$ cat src/rtl/key_event_queue.sv
// key_event_queue: synchronizes lane buttons, detects press/hold/release and queues them in a small event FIFO
module key_event_queue #(
  parameter int LANES    = 4,
  parameter int TICK_DIV = 100000,
  parameter int HOLD_MS  = 500,
  parameter int DEPTH    = 4
) (
  input  logic             clk,
  input  logic             rst,
  input  logic [LANES-1:0] pb_level,
  output logic             ev_valid,
  input  logic             ev_ready,
  output logic [2:0]       ev_lane,
  output logic [1:0]       ev_type,
  output logic [LANES-1:0] held,
  output logic             overflow
);
  localparam int PW = (TICK_DIV > 1) ? $clog2(TICK_DIV) : 1;
  localparam int HW = $clog2(HOLD_MS + 1);
  localparam int AW = $clog2(DEPTH);
  localparam int CW = $clog2(DEPTH + 1);
  logic [LANES-1:0] r_s1, r_s2, r_prev, r_press, r_hold, r_rel;
  logic [PW-1:0]    r_pre;
  logic [HW-1:0]    r_cnt [LANES];
  logic [2:0]       r_lane_q [DEPTH];
  logic [1:0]       r_type_q [DEPTH];
  logic [AW-1:0]    r_wp, r_rp;
  logic [CW-1:0]    r_count;
  logic             r_ovf;
  logic             w_tick, w_found, w_push, w_pop;
  logic [LANES-1:0] w_rise, w_fall, w_hold_ev, w_sel, w_gp, w_gh, w_gr;
  logic [2:0]       w_lane;
  logic [1:0]       w_type;
  assign w_tick = r_pre == PW'(TICK_DIV - 1);
  assign w_rise = r_s2 & ~r_prev;
  assign w_fall = ~r_s2 & r_prev;
  always_comb begin
    w_hold_ev = '0;
    for (int l = 0; l < LANES; l++)
      w_hold_ev[l] = r_s2[l] & ~w_rise[l] & w_tick & (r_cnt[l] == HW'(HOLD_MS - 1));
  end
  // scanning downward lets the lowest pending lane win
  always_comb begin
    w_found = 1'b0;
    w_lane  = 3'd0;
    w_type  = 2'd0;
    w_sel   = '0;
    for (int l = LANES - 1; l >= 0; l--) begin
      if (r_press[l] | r_hold[l] | r_rel[l]) begin
        w_found = 1'b1;
        w_lane  = 3'(l);
        w_type  = r_press[l] ? 2'd0 : r_hold[l] ? 2'd2 : 2'd1;
        w_sel   = LANES'(1) << l;
      end
    end
  end
  assign w_push = w_found & (r_count < CW'(DEPTH));
  assign w_pop  = ev_valid & ev_ready;
  assign w_gp   = (w_push && w_type == 2'd0) ? w_sel : '0;
  assign w_gh   = (w_push && w_type == 2'd2) ? w_sel : '0;
  assign w_gr   = (w_push && w_type == 2'd1) ? w_sel : '0;
  always_ff @(posedge clk) begin
    if (rst) begin
      r_s1    <= '0;
      r_s2    <= '0;
      r_prev  <= '0;
      r_pre   <= '0;
      r_press <= '0;
      r_hold  <= '0;
      r_rel   <= '0;
      r_ovf   <= 1'b0;
    end else begin
      r_s1    <= pb_level;
      r_s2    <= r_s1;
      r_prev  <= r_s2;
      r_pre   <= w_tick ? '0 : r_pre + PW'(1);
      r_press <= (r_press & ~w_gp) | w_rise;
      r_hold  <= (r_hold & ~w_gh) | w_hold_ev;
      r_rel   <= (r_rel & ~w_gr) | w_fall;
      // a flag still set after this edge's grant means the new event is lost
      r_ovf   <= r_ovf | (|((r_press & ~w_gp & w_rise) | (r_hold & ~w_gh & w_hold_ev) | (r_rel & ~w_gr & w_fall)));
    end
  end
  always_ff @(posedge clk) begin
    for (int l = 0; l < LANES; l++) begin
      if (rst || w_rise[l] || w_fall[l])
        r_cnt[l] <= '0;
      else if (r_s2[l] && w_tick && r_cnt[l] < HW'(HOLD_MS))
        r_cnt[l] <= r_cnt[l] + HW'(1);
    end
  end
  always_ff @(posedge clk) begin
    if (rst) begin
      r_wp    <= '0;
      r_rp    <= '0;
      r_count <= '0;
      for (int i = 0; i < DEPTH; i++) begin
        r_lane_q[i] <= 3'd0;
        r_type_q[i] <= 2'd0;
      end
    end else begin
      if (w_push) begin
        r_lane_q[r_wp] <= w_lane;
        r_type_q[r_wp] <= w_type;
        r_wp           <= r_wp + AW'(1);
      end
      if (w_pop)
        r_rp <= r_rp + AW'(1);
      r_count <= r_count + CW'(w_push) - CW'(w_pop);
    end
  end
  assign ev_valid = r_count != '0;
  assign ev_lane  = r_lane_q[r_rp];
  assign ev_type  = r_type_q[r_rp];
  assign held     = r_s2;
  assign overflow = r_ovf;
endmodule

$ cat config.mk
export PLATFORM = sky130hd
export DESIGN_NAME = key_event_queue
export DESIGN_NICKNAME = d
export VERILOG_FILES = /design/src/rtl/key_event_queue.sv
export SDC_FILE = /design/constraint.sdc
export NUM_CORES = 1
export LEC_CHECK = 0
export ABC_AREA = 1
export BUFFER_PORTS_ARGS = -buffer_cell sky130_fd_sc_hd__buf_2
export CAP_MARGIN = 20
export CORE_MARGIN = 2
export CORE_UTILIZATION = 44
export DETAILED_ROUTE_END_ITERATION = 8
export GPL_TIMING_DRIVEN = 0
export PLACE_DENSITY = 0.59
export SKIP_LAST_GASP = 1
export SYNTH_ARGS = -nofsm -noshare
export SYNTH_HDL_FRONTEND = slang
export SYNTH_SLANG_ARGS = --single-unit
$ cat constraint.sdc
create_clock -name clk -period 3.9 [get_ports clk]
set_clock_uncertainty 0.05 [all_clocks]
set_input_delay 0.78 -clock clk [delete_from_list [all_inputs] [get_ports clk]]
set_output_delay 0.78 -clock clk [all_outputs]
set_load 0.01 [all_outputs]
# Word level (Yosys, flattened, before mapping)
# Memory sizes are Yosys's and may differ from the RTL's. A register that Yosys moved wholly into a read port is not among the register bits.
# Index checks and enable logic that the tools add are counted.
# totals
register_bits	49
out_inout_bits	11
wordCells	175
ramBits	56
mem_count	3
# memory_table
memory	depth	width	read_ports	rd_ports_with_merged_regs	write_ports	line_no	source
r_cnt	4	9	4	0	4	24	logic [HW-1:0] r_cnt [LANES];
r_lane_q	4	3	1	1	4	25	logic [2:0] r_lane_q [DEPTH];
r_type_q	4	2	1	1	4	26	logic [1:0] r_type_q [DEPTH];
# classes
n_lt_le_gt_ge	5
bitwise_logic	49
reduce_logical	25
add_sub_neg	9
muxes	66
eq_ne	7
# op_table
operator	n
two-way mux 2 bit	20
adder 9 x 1 -> 9 bit (second input constant)	4
== test 9 bit (second input constant)	4
< comparator 9 bit (second input constant)	4
two-way mux 9 bit	4
AND 4 bit	8
two-way mux 1 bit	31
two-way mux 4 bit	7
NOT 4 bit	5
bitwise OR 4 bit	5
adder 17 x 1 -> 17 bit (second input constant)	1
== test 17 bit (second input constant)	1
AND 1 bit	14
bitwise OR 1 bit	13
two-way mux 3 bit	4
logical AND 1 bit	11
logical OR 1 bit	8
adder 2 x 1 -> 2 bit (second input constant)	2
NOT 1 bit	4
OR reduction 2 bit	2
OR reduction 4 bit	1
adder 3 x 1 -> 3 bit	1
< comparator 3 bit (second input constant)	1
nonzero test 3 bit	1
other kinds (5)	5

# Depth between registers and ports, before layout
# Gate-level depths: netlist (run 1).
# depth
word_depth	16
mapped_depth	15
mapped_depth_nobuf	15

# Worst setup path before layout (run 1)
# Ideal clock, no wire load.
# synth_timing
path_kind	register to register
from	register r_pre[0]
to	memory r_cnt[1][0] in the netlist's numbering, enable pin
path_stages_with_launch	8
required_time_ns	3.463
arrival_time_ns	1.742
setup_time_ns	0.387
synth_period_minus_slack_ns	2.180
setup_slack_ns	1.720
path_cell_list	dfxtp_1 > ha_1 > nand2_1 > nor2_2 > nand2_1 > nor4_1 > nand2_1 > o21ai_0
# synth_lines
element	line_no	source
from (decl)	23	logic [PW-1:0] r_pre;
from (signal assigned)	76	r_pre <= w_tick ? '0 : r_pre + PW'(1);
to (decl)	24	

==> impl_metrics.prom, run 1 <==
# TYPE chip_impl_metric gauge
chip_impl_metric{name="core-area",unit="sq um"} 10900
chip_impl_metric{name="post_cts_resized",unit=""} 0
chip_impl_metric{name="overall_die_height",unit="um"} 110
chip_impl_info{name="worst_min_path_start",value="r_s1[3]"} 1
chip_impl_metric{name="dp.final_hpwl",unit="mm"} 6.79
chip_impl_metric{name="pin_count",unit=""} 18
chip_impl_metric{name="timing.hold.ws",unit="ps"} 357
chip_impl_metric{name="synth.yosys.seq_area_share",unit="%"} 52.2
chip_impl_metric{name="worstSkewPairLatency",unit="ps"} 360
chip_impl_metric{name="drt_drc_violations_left",unit=""} 0
chip_impl_info{name="criticalPathCategory",value="reg2out"} 1
chip_impl_metric{name="cts_hold_repair.buffers",unit=""} 0
chip_impl_metric{name="vias",unit=""} 3733
chip_impl_metric{name="hold_path_depth",unit=""} 2
chip_impl_metric{name="setup_viol",unit=""} 0
chip_impl_metric{name="detail_route.vias_per_cell",unit=""} 4.84
chip_impl_metric{name="antenna_cells_inserted",unit=""} 0
chip_impl_metric{name="wirelength",unit="mm"} 8.99
chip_impl_metric{name="synth-edff-count",unit=""} 52
chip_impl_metric{name="dieWidth",unit="um"} 110
chip_impl_metric{name="start_util",unit="%"} 45.4
chip_impl_info{name="startpoint_type",value="flip-flop"} 1
chip_impl_metric{name="areaGrowthSynthToFinish",unit="%"} 9.10
chip_impl_metric{name="tritoncts.num_buffers",unit=""} 9
chip_impl_metric{name="final_layout_size_suffix_gt1_share",unit="%"} 8.39
chip_impl_metric{name="grt_max_degree",unit=""} 17
chip_impl_info{name="grt_setup_unrepaired",value="false"} 1
chip_impl_metric{name="syn_warnings",unit=""} 0
chip_impl_metric{name="post-route-period-util",unit="%"} 63.0
chip_impl_metric{name="cts_setup_buffers",unit=""} 0
chip_impl_info{name="class_of_the_tightest_hold_or_removal_check",value="reg2reg"} 1
chip_impl_metric{name="asyncSetResetFlopFracSynth",unit="%"} 0
chip_impl_metric{name="final_report_max_slew_violation_count",unit=""} 0
chip_impl_metric{name="layout.area.seq",unit="sq um"} 2580
chip_impl_info{name="crit_slowest_cell",value="dfxtp_1"} 1
chip_impl_metric{name="max_freq",unit="GHz"} 0.407
chip_impl_metric{name="timing.critical_path.required",unit="ps"} 3070
chip_impl_metric{name="global_route.overflow_total",unit=""} 0
chip_impl_metric{name="power.density_cell_area",unit="nW/um^2"} 419
chip_impl_info{name="outcome",value="finished clean"} 1
chip_impl_metric{name="multiInputGateArea",unit="sq um"} 2030
chip_impl_info{name="synth_flop_cell",value="edfxtp_1"} 1
chip_impl_metric{name="clock_path_buffers",unit=""} 2
chip_impl_info{name="path_cells",value="clkbuf_1, inv_1, o21ai_0, o22ai_1, buf_2"} 1
chip_impl_metric{name="antenna_found_initial",unit=""} 0
chip_impl_metric{name="yosys_register_bits",unit=""} 103
chip_impl_metric{name="crit_arrival",unit="ps"} 1630
chip_impl_metric{name="setup-tns-final",unit="ps"} 0
chip_impl_metric{name="max-slew-margin-rel",unit="%"} 49.5
chip_impl_metric{name="portBuffers",unit=""} 16
chip_impl_metric{name="power.leakage",unit="nW"} 2.14
chip_impl_metric{name="timing.final.crit_period",unit="ps"} 2460
chip_impl_metric{name="peakVddDrop",unit="mV"} 0.213
chip_impl_metric{name="layout.cells.non_filler",unit=""} 772
chip_impl_metric{name="htree_num_levels",unit=""} 3
chip_impl_metric{name="r2r_cells",unit=""} 8
chip_impl_metric{name="detail_route.wl_per_cell",unit="um"} 11.6
chip_impl_info{name="root_buffer",value="clkbuf_8"} 1
chip_impl_metric{name="drt.antenna.violating_nets",unit=""} 0
chip_impl_metric{name="max_stage_delay_on_crit_path",unit="ps"} 310
chip_impl_metric{name="clk_pin_slew",unit="ps"} 90
chip_impl_metric{name="row_count",unit=""} 38
chip_impl_metric{name="netlist_area",unit="sq um"} 4950
chip_impl_metric{name="postSynthAreaPerCell",unit="sq um"} 8.26
chip_impl_metric{name="firstDrtPassIters",unit=""} 4
chip_impl_metric{name="crit_path_max_fanout",unit=""} 9
chip_impl_info{name="hold-path-endpoint",value="held[3]"} 1
chip_impl_metric{name="final_hold_viol_count",unit=""} 0
chip_impl_metric{name="dpl.cell_count",unit=""} 756
chip_impl_info{name="r2r_start",value="r_pre[0]"} 1
chip_impl_metric{name="drt-initial-drc-count",unit=""} 116
chip_impl_metric{name="syn-num-nets",unit=""} 614
chip_impl_info{name="tritoncts",value="yes"} 1
chip_impl_metric{name="max_cap_violation_count",unit=""} 0
chip_impl_metric{name="layout.filler_cells",unit=""} 1064
chip_impl_metric{name="tritoncts_num_sinks",unit=""} 103
chip_impl_metric{name="synthDistinctLibCells",unit=""} 42
chip_impl_metric{name="gr-usage-all-layers",unit="%"} 16.3
chip_impl_metric{name="gp_congestion",unit=""} 0.864
chip_impl_metric{name="design.final.nets",unit=""} 642
chip_impl_info{name="critical_path.endpoint_type",value="primary output"} 1
chip_impl_info{name="timing.rr.end",value="r_cnt[1][6]"} 1
chip_impl_metric{name="setup.reg_to_reg.worst_slack",unit="ps"} 1550
chip_impl_metric{name="synthCells",unit=""} 599
chip_impl_metric{name="first_global_vias",unit=""} 3579
chip_impl_metric{name="fp.dieArea",unit="sq um"} 12100
chip_impl_metric{name="max_slew.worst_pin.slew",unit="ps"} 757
chip_impl_metric{name="grt_first_pass_wirelength",unit="mm"} 15.5
## sequential cells by signal, indices dropped and copies added, names as in the netlist, named ones only
signal    cells
r_cnt        36
r_pre        17
r_lane_q      8
r_type_q      8
held          4
r_hold        4
r_press       4
r_prev        4
r_rel         4
r_s1          4
r_count       3
r_rp          2
r_wp          2
overflow      1
## metrics by stage
stage               power (mW)  cell area, sq um  utilization [%]  worst slack [ps]
CTS                       2.29              5400             49.6              1400
detailed placement        1.63              5210             47.8              1440
floorplan                 1.53              4950                -              1720
global route              2.39              5400             49.6              1270
global placement          1.62              5200             47.8              1300
finish                    2.26              5400             49.6              1440
## cell usage after synthesis, drive strengths merged, types with 3 or more instances
cell	count	area, sq um
nor2	148	571
nand2	90	345
inv	79	297
edfxtp	52	1560
dfxtp	51	1020
nand3	29	145
a21oi	24	124
nor3	20	105
xor2	18	158
o21ai	15	75.1
nand4	9	56.3
xnor2	9	78.8
nor3b	8	65.1
ha	7	87.6
or2	6	37.5
clkbuf	5	18.8
o22ai	4	25.0
buf	3	16.3
nor4	3	18.8
## routing by layer
metal / track usage (%) / share of wire (%)
met5: 0 / 0
met4: 7.59 / 3.0
met3: 3.41 / 2.7
met2: 25.9 / 43
met1: 21.2 / 51
## area by class of cell
| class | instances | area share [%] |
|---|---|---|
| Sequential cell | 103 | 47.8 |
| Multi-Input combinational cell | 407 | 37.5 |
| Inverter | 81 | 5.65 |
| Tap cell | 140 | 3.24 |
| Clock buffer | 12 | 2.69 |
| Timing Repair Buffer | 17 | 1.58 |
| Clock inverter | 4 | 0.834 |
| Buffer | 8 | 0.649 |
## cell usage in the layout (no fill, tap or decap), types with 2 or more instances in the layout
master    Yosys  layout
nand2_2       3       3
xnor2_1       9       9
ha_1          7       7
nand3b_1      2       2
dfxtp_1      51      51
o211ai_1      2       2
clkbuf_8      0      10
nor3b_1       7       7
xor2_1       18      18
clkinv_2      1       2
inv_2         2       2
edfxtp_1     52      52
nor2_2        6       6
nand4_1       9       9
nor4_1        3       3
o21ai_0      15      15
o22ai_1       4       4
or2_2         6       6
nand3_1      29      29
a21oi_1      23      23
inv_1        77      77
nand2_1      87      87
clkbuf_1      5       7
clkinv_1      1       2
nand2b_1      2       2
nor2_1      142     142
nor3_1       19      19
and3_1        2       2
buf_2         1      18
## worst max-delay path by stage
stage | from | slack (ps) | to
2_1_floorplan | r_pre[0] | 1720 | r_cnt[1][0]
4_1_cts | flip-flop | 1400 | ev_type[1]
3_3_place_gp | r_pre[0] | 1300 | r_cnt[1][0]
3_5_place_dp | rst | 1440 | r_cnt[1][1]
5_1_grt | r_pre[0] | 1270 | r_cnt[1][6]
6_report | flip-flop | 1440 | ev_type[1]
## where the power goes
part / total [mW] / internal [mW] / switching (mW) / leakage [nW]
combinational: 0.342 / 0.121 / 0.221 / 1.08
clock: 0.657 / 0.313 / 0.344 / 0.0983
sequential: 1.26 / 1.21 / 0.0490 / 0.961
## worst max-delay path, delay by kind of cell (launching register included)
kind	cells	cell delay [ps]
DFF	1	310
buffers and inverters	3	600
AOI/OAI and AO/OA	2	370
## logic make-up after synthesis
group                    count (synthesis)  share of synthesized area, %
AO/OA/AOI/OAI                           52                          5.94
AND/OR/NAND/NOR                        319                          28.0
other                                    1                        0.0758
XOR/XNOR                                27                          4.78
adder cells (fa/ha/maj)                  8                          2.17
flip-flops                             103                          52.2
buffers and inverters                   89                          6.88
Power figures use the tool's default switching activity.
==> inputs of run 2 (changes only) <==
--- a/config.mk
+++ b/config.mk
@@ -12,7 +12,7 @@
 export CORE_UTILIZATION = 44
 export DETAILED_ROUTE_END_ITERATION = 8
 export GPL_TIMING_DRIVEN = 0
-export PLACE_DENSITY = 0.59
+export PLACE_DENSITY = 0.61
 export SKIP_LAST_GASP = 1
 export SYNTH_ARGS = -nofsm -noshare
 export SYNTH_HDL_FRONTEND = slang
==> constraint.sdc (replaced) <==
create_clock -name clk -period 2.2 [get_ports clk]
set_clock_uncertainty 0.05 [all_clocks]
set_input_delay 0.44 -clock clk [delete_from_list [all_inputs] [get_ports clk]]
set_output_delay 0.44 -clock clk [all_outputs]
set_load 0.01 [all_outputs]
==> run 2 against run 1 <==
  * Largest power group unchanged
  * Worst setup slack got worse by 1300 ps
  * Non-clock buffer count increased by 7
  * Highest routed layer unchanged
  * Sequential power up 79%
  * Utilization grew 1.5 points
  * Critical path depth increased by 6
==> impl_metrics.prom, run 2 (synthesis gave the netlist of run 1 again) <==
# TYPE chip_impl_metric gauge
chip_impl_metric{name="power.clock.fraction",unit="%"} 28.8
chip_impl_metric{name="clk_pin_slew",unit="ps"} 100
chip_impl_metric{name="cell_internal_pwr",unit="mW"} 2.92
chip_impl_metric{name="largest_register_ff_count",unit=""} 36
chip_impl_metric{name="dieWidth",unit="um"} 110
chip_impl_metric{name="layout.filler_cells",unit=""} 1034
chip_impl_info{name="setup.worst_path.start",value="r_press[0]"} 1
chip_impl_metric{name="hold_path_depth",unit=""} 3
chip_impl_metric{name="timing.final.crit_period",unit="ps"} 2100
chip_impl_info{name="timing.rr.end",value="r_count[1]"} 1
chip_impl_metric{name="grt_first_pass_wirelength",unit="mm"} 16.0
chip_impl_metric{name="power.density_cell_area",unit="nW/um^2"} 734
chip_impl_metric{name="vias",unit=""} 3819
chip_impl_metric{name="final_layout_size_suffix_gt1_share",unit="%"} 14.1
chip_impl_info{name="criticalPathCategory",value="reg2reg"} 1
chip_impl_metric{name="wirelength",unit="mm"} 9.47
chip_impl_info{name="final_common_cell",value="nor2_1"} 1
chip_impl_metric{name="power.switching_fraction",unit="%"} 28.5
chip_impl_metric{name="cts_hold_repair.buffers",unit=""} 0
chip_impl_info{name="layout.cells.most_common_list",value="nor2_1 (140), nand2_1 (81), inv_1 (77), edfxtp_1 (52), dfxtp_1 (39)"} 1
chip_impl_metric{name="dp.final_hpwl",unit="mm"} 6.95
chip_impl_metric{name="htree_num_levels",unit=""} 3
chip_impl_metric{name="placed_area",unit="sq um"} 5210
chip_impl_metric{name="final_report_max_slew_violation_count",unit=""} 0
chip_impl_metric{name="peakVddDrop",unit="mV"} 0.312
chip_impl_metric{name="setup.reg_to_reg.worst_slack",unit="ps"} 100
chip_impl_metric{name="portBuffers",unit=""} 16
chip_impl_metric{name="areaGrowthSynthToFinish",unit="%"} 12.4
chip_impl_metric{name="core-area",unit="sq um"} 10900
chip_impl_metric{name="gp_congestion",unit=""} 0.842
chip_impl_metric{name="post-route-period-util",unit="%"} 95.6
chip_impl_metric{name="row_count",unit=""} 38
chip_impl_info{name="grt_setup_unrepaired",value="true"} 1
chip_impl_metric{name="max_cap_violation_count",unit=""} 0
chip_impl_metric{name="setup-tns-final",unit="ps"} 0
chip_impl_metric{name="antenna_found_initial",unit=""} 0
chip_impl_info{name="startpoint_type",value="flip-flop"} 1
chip_impl_metric{name="detail_route.wl_per_cell",unit="um"} 12.2
chip_impl_metric{name="detail_route.vias_per_cell",unit=""} 4.90
chip_impl_metric{name="crit_arrival",unit="ps"} 2380
chip_impl_metric{name="tritoncts_num_sinks",unit=""} 103
chip_impl_metric{name="worstSkewPairLatency",unit="ps"} 380
chip_impl_metric{name="overall_die_height",unit="um"} 110
chip_impl_info{name="tritoncts",value="yes"} 1
chip_impl_metric{name="first_global_vias",unit=""} 3643
chip_impl_metric{name="timing.hold.ws",unit="ps"} 203
chip_impl_metric{name="final_hold_viol_count",unit=""} 0
chip_impl_metric{name="power.switching",unit="mW"} 1.16
chip_impl_metric{name="tritoncts.num_buffers",unit=""} 9
chip_impl_metric{name="layout.cells.non_filler",unit=""} 779
chip_impl_metric{name="timing.critical_path.required",unit="ps"} 2470
chip_impl_metric{name="firstDrtPassIters",unit=""} 4
chip_impl_metric{name="drt_drc_violations_left",unit=""} 0
chip_impl_metric{name="post_route_standard_cell_area_excluding_fillers",unit="sq um"} 5560
chip_impl_metric{name="r2r_cells",unit=""} 11
chip_impl_metric{name="setup_viol",unit=""} 0
chip_impl_info{name="critical_path.endpoint_type",value="flip-flop"} 1
chip_impl_metric{name="p_seq_share",unit="%"} 55.2
chip_impl_metric{name="dpl.cell_count",unit=""} 756
chip_impl_info{name="largest_register",value="r_cnt"} 1
chip_impl_metric{name="combPwrFrac",unit="%"} 15.9
chip_impl_metric{name="max-slew-margin-rel",unit="%"} 53.5
chip_impl_metric{name="start_util",unit="%"} 45.4
chip_impl_info{name="worst_min_path_start",value="pb_level[2]"} 1
chip_impl_metric{name="gr-usage-all-layers",unit="%"} 16.9
chip_impl_metric{name="design.final.nets",unit=""} 649
chip_impl_info{name="outcome",value="finished clean"} 1
chip_impl_metric{name="fp.dieArea",unit="sq um"} 12100
chip_impl_info{name="r2r_start",value="r_press[0]"} 1
chip_impl_metric{name="clock_path_buffers",unit=""} 2
chip_impl_info{name="biggestRegsByFlops",value="r_cnt (36), r_pre (17)"} 1
chip_impl_metric{name="antenna_cells_inserted",unit=""} 0
chip_impl_metric{name="crit_path_max_fanout",unit=""} 4
chip_impl_metric{name="drt.antenna.violating_nets",unit=""} 0
chip_impl_info{name="root_buffer",value="clkbuf_8"} 1
chip_impl_metric{name="global_route.overflow_total",unit=""} 0
chip_impl_metric{name="max_freq",unit="GHz"} 0.475
chip_impl_info{name="hold-path-endpoint",value="r_s1[2]"} 1
chip_impl_metric{name="power.leakage",unit="nW"} 2.20
chip_impl_info{name="class_of_the_tightest_hold_or_removal_check",value="in2reg"} 1
chip_impl_metric{name="max_slew.worst_pin.slew",unit="ps"} 692
chip_impl_metric{name="grt_max_degree",unit=""} 17
chip_impl_metric{name="drt-initial-drc-count",unit=""} 187
chip_impl_metric{name="pin_count",unit=""} 18
-- run 2: changes by cell type in the layout (fill, tap and decap cells not counted), moves of 4 or more --
cell | before | now
buf_4 | 1 | 10
nand2_2 | 3 | 9
dfxtp_1 | 51 | 39
nand2_1 | 87 | 81
clkbuf_1 | 7 | 3
nor2_4 | 0 | 4
dfxtp_2 | 0 | 12
-- run 2: worst max path at each step --
stage                  end  slack, ps  cells past startpoint
6_report        r_count[1]        100                     11
5_1_grt        r_cnt[2][4]         -8                     10
4_1_cts        r_cnt[0][4]         -6                     12
3_5_place_dp   r_cnt[1][1]       -180                      8
3_3_place_gp   r_cnt[1][0]       -400                      7
2_1_floorplan  r_cnt[1][0]         20                      7
-- run 2: routing by layer --
metal	up-vias	routed length, um	global-route usage (%)
met2	47	4420	27.6
met1	1750	4590	21.8
met4	0	192	7.59
met5	-	0	0
met3	14	263	3.41
li1	2008	-	-
-- run 2: layout make-up --
cell class / instances / area, sq um / share of cell area (%)
Buffer: 5 / 30.0 / 0.540
Clock buffer: 10 / 128 / 2.29
Clock inverter: 6 / 58.8 / 1.06
Inverter: 81 / 307 / 5.51
Multi-Input combinational cell: 407 / 2110 / 37.9
Sequential cell: 103 / 2600 / 46.7
Tap cell: 140 / 175 / 3.15
Timing Repair Buffer: 27 / 158 / 2.83
-- run 2: worst max-delay path, cell delays in order (launching register included) --
cell and delay (ps):
dfxtp_2 370, nor2_4 50, nand2_2 110, nor2_4 60, a21oi_2 170, inv_2 70
ha_1 280, inv_1 40, ha_1 190, fa_2 520, inv_1 40, nor2_1 70
-- run 2: power groups by stage --
stage,logic (mW),registers [mW],clock network [mW]
floorplan,0.455,2.26,0
CTS,0.648,2.24,1.20
global placement,0.594,2.28,0
finish,0.651,2.25,1.18
detailed placement,0.615,2.29,0
global route,0.753,2.27,1.28
-- run 2: repair_timing --
item,CTS,global route
pin swaps,2,5
buffers inserted,3,6
endpoints found under the setup margin,18,83
cloned,0,1
resized for setup,10,27
-- run 2: per-stage QoR --
step                setup WS [ps]  total power [mW]  utilization (%)
CTS                         -6.23              4.09             49.9
finish                       96.5              4.08             51.1
detailed placement           -181              2.90             47.8
floorplan                    20.4              2.72                -
global route                -8.11              4.30             51.1
global placement             -402              2.87             47.8
==> inputs of run 3 (changes only) <==
--- a/config.mk
+++ b/config.mk
@@ -8,11 +8,11 @@
 export ABC_AREA = 1
 export BUFFER_PORTS_ARGS = -buffer_cell sky130_fd_sc_hd__buf_2
 export CAP_MARGIN = 20
-export CORE_MARGIN = 2
 export CORE_UTILIZATION = 44
 export DETAILED_ROUTE_END_ITERATION = 8
 export GPL_TIMING_DRIVEN = 0
 export PLACE_DENSITY = 0.61
+export RECOVER_POWER = 50
 export SKIP_LAST_GASP = 1
 export SYNTH_ARGS = -nofsm -noshare
 export SYNTH_HDL_FRONTEND = slang
==> run 3 against run 2 <==
  * Worst setup slack better by 25 ps
  * Clock-buffer cell count up 2
  * Critical path type unchanged
  * Critical endpoint unchanged
  * Largest power group unchanged
  * Sequential cell count unchanged
  * First-iteration DRC count down 18%
  * Utilization up 0.75 points
  * Critical path depth unchanged
==> impl_metrics.prom, run 3 (synthesis gave the netlist of run 1 again) <==
# TYPE chip_impl_metric gauge
chip_impl_metric{name="finish.utilization",unit="%"} 51.8
chip_impl_info{name="outcome",value="finished clean"} 1
chip_impl_metric{name="first_global_vias",unit=""} 3715
chip_impl_metric{name="areaGrowthSynthToFinish",unit="%"} 14.0
chip_impl_metric{name="worstSkewPairLatency",unit="ps"} 370
chip_impl_metric{name="p_seq_share",unit="%"} 53.3
chip_impl_info{name="startpoint_type",value="flip-flop"} 1
chip_impl_metric{name="vias",unit=""} 3789
chip_impl_info{name="criticalPathCategory",value="reg2reg"} 1
chip_impl_metric{name="layout.filler_cells",unit=""} 1050
chip_impl_info{name="largest_register",value="r_cnt"} 1
chip_impl_metric{name="tritoncts_num_sinks",unit=""} 103
chip_impl_metric{name="met2_usage",unit="%"} 28.7
chip_impl_metric{name="power.leakage",unit="nW"} 2.23
chip_impl_metric{name="power.density_cell_area",unit="nW/um^2"} 750
chip_impl_metric{name="core-area",unit="sq um"} 10900
chip_impl_info{name="layer_carrying_the_most_global_route_usage",value="met2"} 1
chip_impl_metric{name="met1_track_usage_gr",unit="%"} 23.5
chip_impl_metric{name="drt_drc_violations_left",unit=""} 0
chip_impl_metric{name="power.switching",unit="mW"} 1.15
chip_impl_metric{name="drt-initial-drc-count",unit=""} 153
chip_impl_metric{name="crit_path_max_fanout",unit=""} 6
chip_impl_metric{name="drt.antenna.violating_nets",unit=""} 0
chip_impl_metric{name="finalPower",unit="mW"} 4.23
chip_impl_metric{name="layout.area.seq",unit="sq um"} 2600
chip_impl_metric{name="max-slew-margin-rel",unit="%"} 51.5
chip_impl_metric{name="clk_pin_slew",unit="ps"} 100
chip_impl_metric{name="dpl.cell_count",unit=""} 756
chip_impl_metric{name="combPwrFrac",unit="%"} 16.1
chip_impl_metric{name="gr-usage-all-layers",unit="%"} 17.9
chip_impl_info{name="root_buffer",value="clkbuf_8"} 1
chip_impl_metric{name="start_util",unit="%"} 45.4
chip_impl_metric{name="detail_route.vias_per_cell",unit=""} 4.85
chip_impl_info{name="biggestRegsByFlops",value="r_cnt (36), r_pre (17)"} 1
chip_impl_metric{name="final_layout_size_suffix_gt1_share",unit="%"} 14.0
chip_impl_metric{name="tritoncts.num_buffers",unit=""} 9
chip_impl_metric{name="layout.cells.non_filler",unit=""} 781
chip_impl_info{name="final_common_cell",value="nor2_1"} 1
chip_impl_metric{name="largest_register_ff_count",unit=""} 36
chip_impl_metric{name="row_count",unit=""} 38
chip_impl_info{name="layout.cells.most_common_list",value="nor2_1 (139), nand2_1 (83), inv_1 (76), edfxtp_1 (52), dfxtp_1 (39)"} 1
chip_impl_metric{name="dieWidth",unit="um"} 108
chip_impl_metric{name="fp.dieArea",unit="sq um"} 11700
chip_impl_metric{name="timing.final.crit_period",unit="ps"} 2080
chip_impl_metric{name="dp.final_hpwl",unit="mm"} 6.91
chip_impl_metric{name="final_report_max_slew_violation_count",unit=""} 0
chip_impl_metric{name="antenna_cells_inserted",unit=""} 0
chip_impl_info{name="tritoncts",value="yes"} 1
chip_impl_metric{name="max_slew.worst_pin.slew",unit="ps"} 727
chip_impl_metric{name="detail_route.wl_per_cell",unit="um"} 12.0
chip_impl_metric{name="portBuffers",unit=""} 16
chip_impl_metric{name="max_cap_violation_count",unit=""} 0
chip_impl_metric{name="multiInputGateArea",unit="sq um"} 2140
chip_impl_metric{name="global_route.overflow_total",unit=""} 0
chip_impl_metric{name="gp_congestion",unit=""} 0.822
chip_impl_metric{name="setup-tns-final",unit="ps"} 0
chip_impl_metric{name="cell_internal_pwr",unit="mW"} 3.08
chip_impl_metric{name="wirelength",unit="mm"} 9.41
chip_impl_metric{name="max_freq",unit="GHz"} 0.481
chip_impl_metric{name="htree_num_levels",unit=""} 3
chip_impl_info{name="grt_setup_unrepaired",value="false"} 1
chip_impl_metric{name="grt_max_degree",unit=""} 17
chip_impl_metric{name="antenna_found_initial",unit=""} 0
chip_impl_info{name="class_of_the_tightest_hold_or_removal_check",value="in2reg"} 1
chip_impl_info{name="critical_path.endpoint_type",value="flip-flop"} 1
chip_impl_metric{name="overall_die_height",unit="um"} 108
chip_impl_metric{name="setup.reg_to_reg.worst_slack",unit="ps"} 120
chip_impl_metric{name="clock_path_buffers",unit=""} 2
chip_impl_metric{name="post-route-period-util",unit="%"} 94.5
chip_impl_metric{name="crit_arrival",unit="ps"} 2330
chip_impl_metric{name="design.final.nets",unit=""} 651
chip_impl_metric{name="firstDrtPassIters",unit=""} 4
chip_impl_metric{name="grt_first_pass_wirelength",unit="mm"} 16.4
chip_impl_metric{name="timing.critical_path.required",unit="ps"} 2460
chip_impl_metric{name="peakVddDrop",unit="mV"} 0.355
chip_impl_metric{name="power.clock.fraction",unit="%"} 30.6
chip_impl_metric{name="power.switching_fraction",unit="%"} 27.2
chip_impl_metric{name="pin_count",unit=""} 18
chip_impl_metric{name="final_hold_viol_count",unit=""} 0
chip_impl_metric{name="met3_usage",unit="%"} 3.38
chip_impl_metric{name="setup_viol",unit=""} 0
run 3: cell count changes in the layout (fill, tap and decap cells not counted), sizes merged:
cell,before,now
clkbuf,12,21
clkinvlp,1,0
buf,30,25
inv,82,81
run 3: worst max-delay path: stages, from the launching register on:
cell,delay [ps]
dfxtp_2,360
inv_1,50
nand3b_1,160
nor2_4,50
a21oi_4,160
inv_4,70
ha_1,270
inv_1,40
ha_1,180
fa_2,530
inv_1,40
nor2_1,70
run 3: metrics by stage:
stage / area [sq um] / worst slack, ps / hold WS, ps
after floorplan: 4950 / 20.4 / 338
after global placement: 5200 / -410 / 344
after detailed placement: 5210 / -167 / 347
after CTS: 5490 / 6.59 / 196
after global routing: 5640 / 1.74 / 197
final: 5640 / 121 / 212
run 3: power by group through the flow:
stage                     clock network [mW]  registers (mW)  logic [mW]
final                                   1.30            2.25       0.681
after global routing                    1.42            2.28       0.781
after floorplan                            0            2.26       0.455
after detailed placement                   0            2.29       0.615
after CTS                               1.34            2.25       0.652
after global placement                     0            2.28       0.594
run 3: worst paths after layout:
path                from          to  cells after the start
max reg2reg    r_hold[3]  r_count[1]                     11
max            r_hold[3]  r_count[1]                     11
min          pb_level[0]     r_s1[0]                      3
min reg2reg      r_s1[2]     held[2]                      2
run 3: metal layers:
layer,up-vias,wire length [um]
met5,-,0
met4,0,182
met1,1734,4650
met2,39,4380
met3,12,207
li1,2004,-
run 3: layout make-up:
cell class | instances | area share [%]
plain buffers | 5 | 0.532
clock buffers | 12 | 3.13
clock inverters | 4 | 0.865
inverters | 81 | 5.48
multi-input cells | 407 | 37.8
flip-flops and latches | 103 | 46.1
well taps | 140 | 3.10
repair buffers | 29 | 2.93
run 3: repair_timing:
| item | CTS | global route |
|---|---|---|
| hold buffers | 0 | 0 |
| setup buffers | 4 | 7 |
| endpoints found under the setup margin | 18 | 41 |
| resized for setup | 10 | 36 |
| pin swaps | 2 | 7 |
| gates cloned | 0 | 1 |
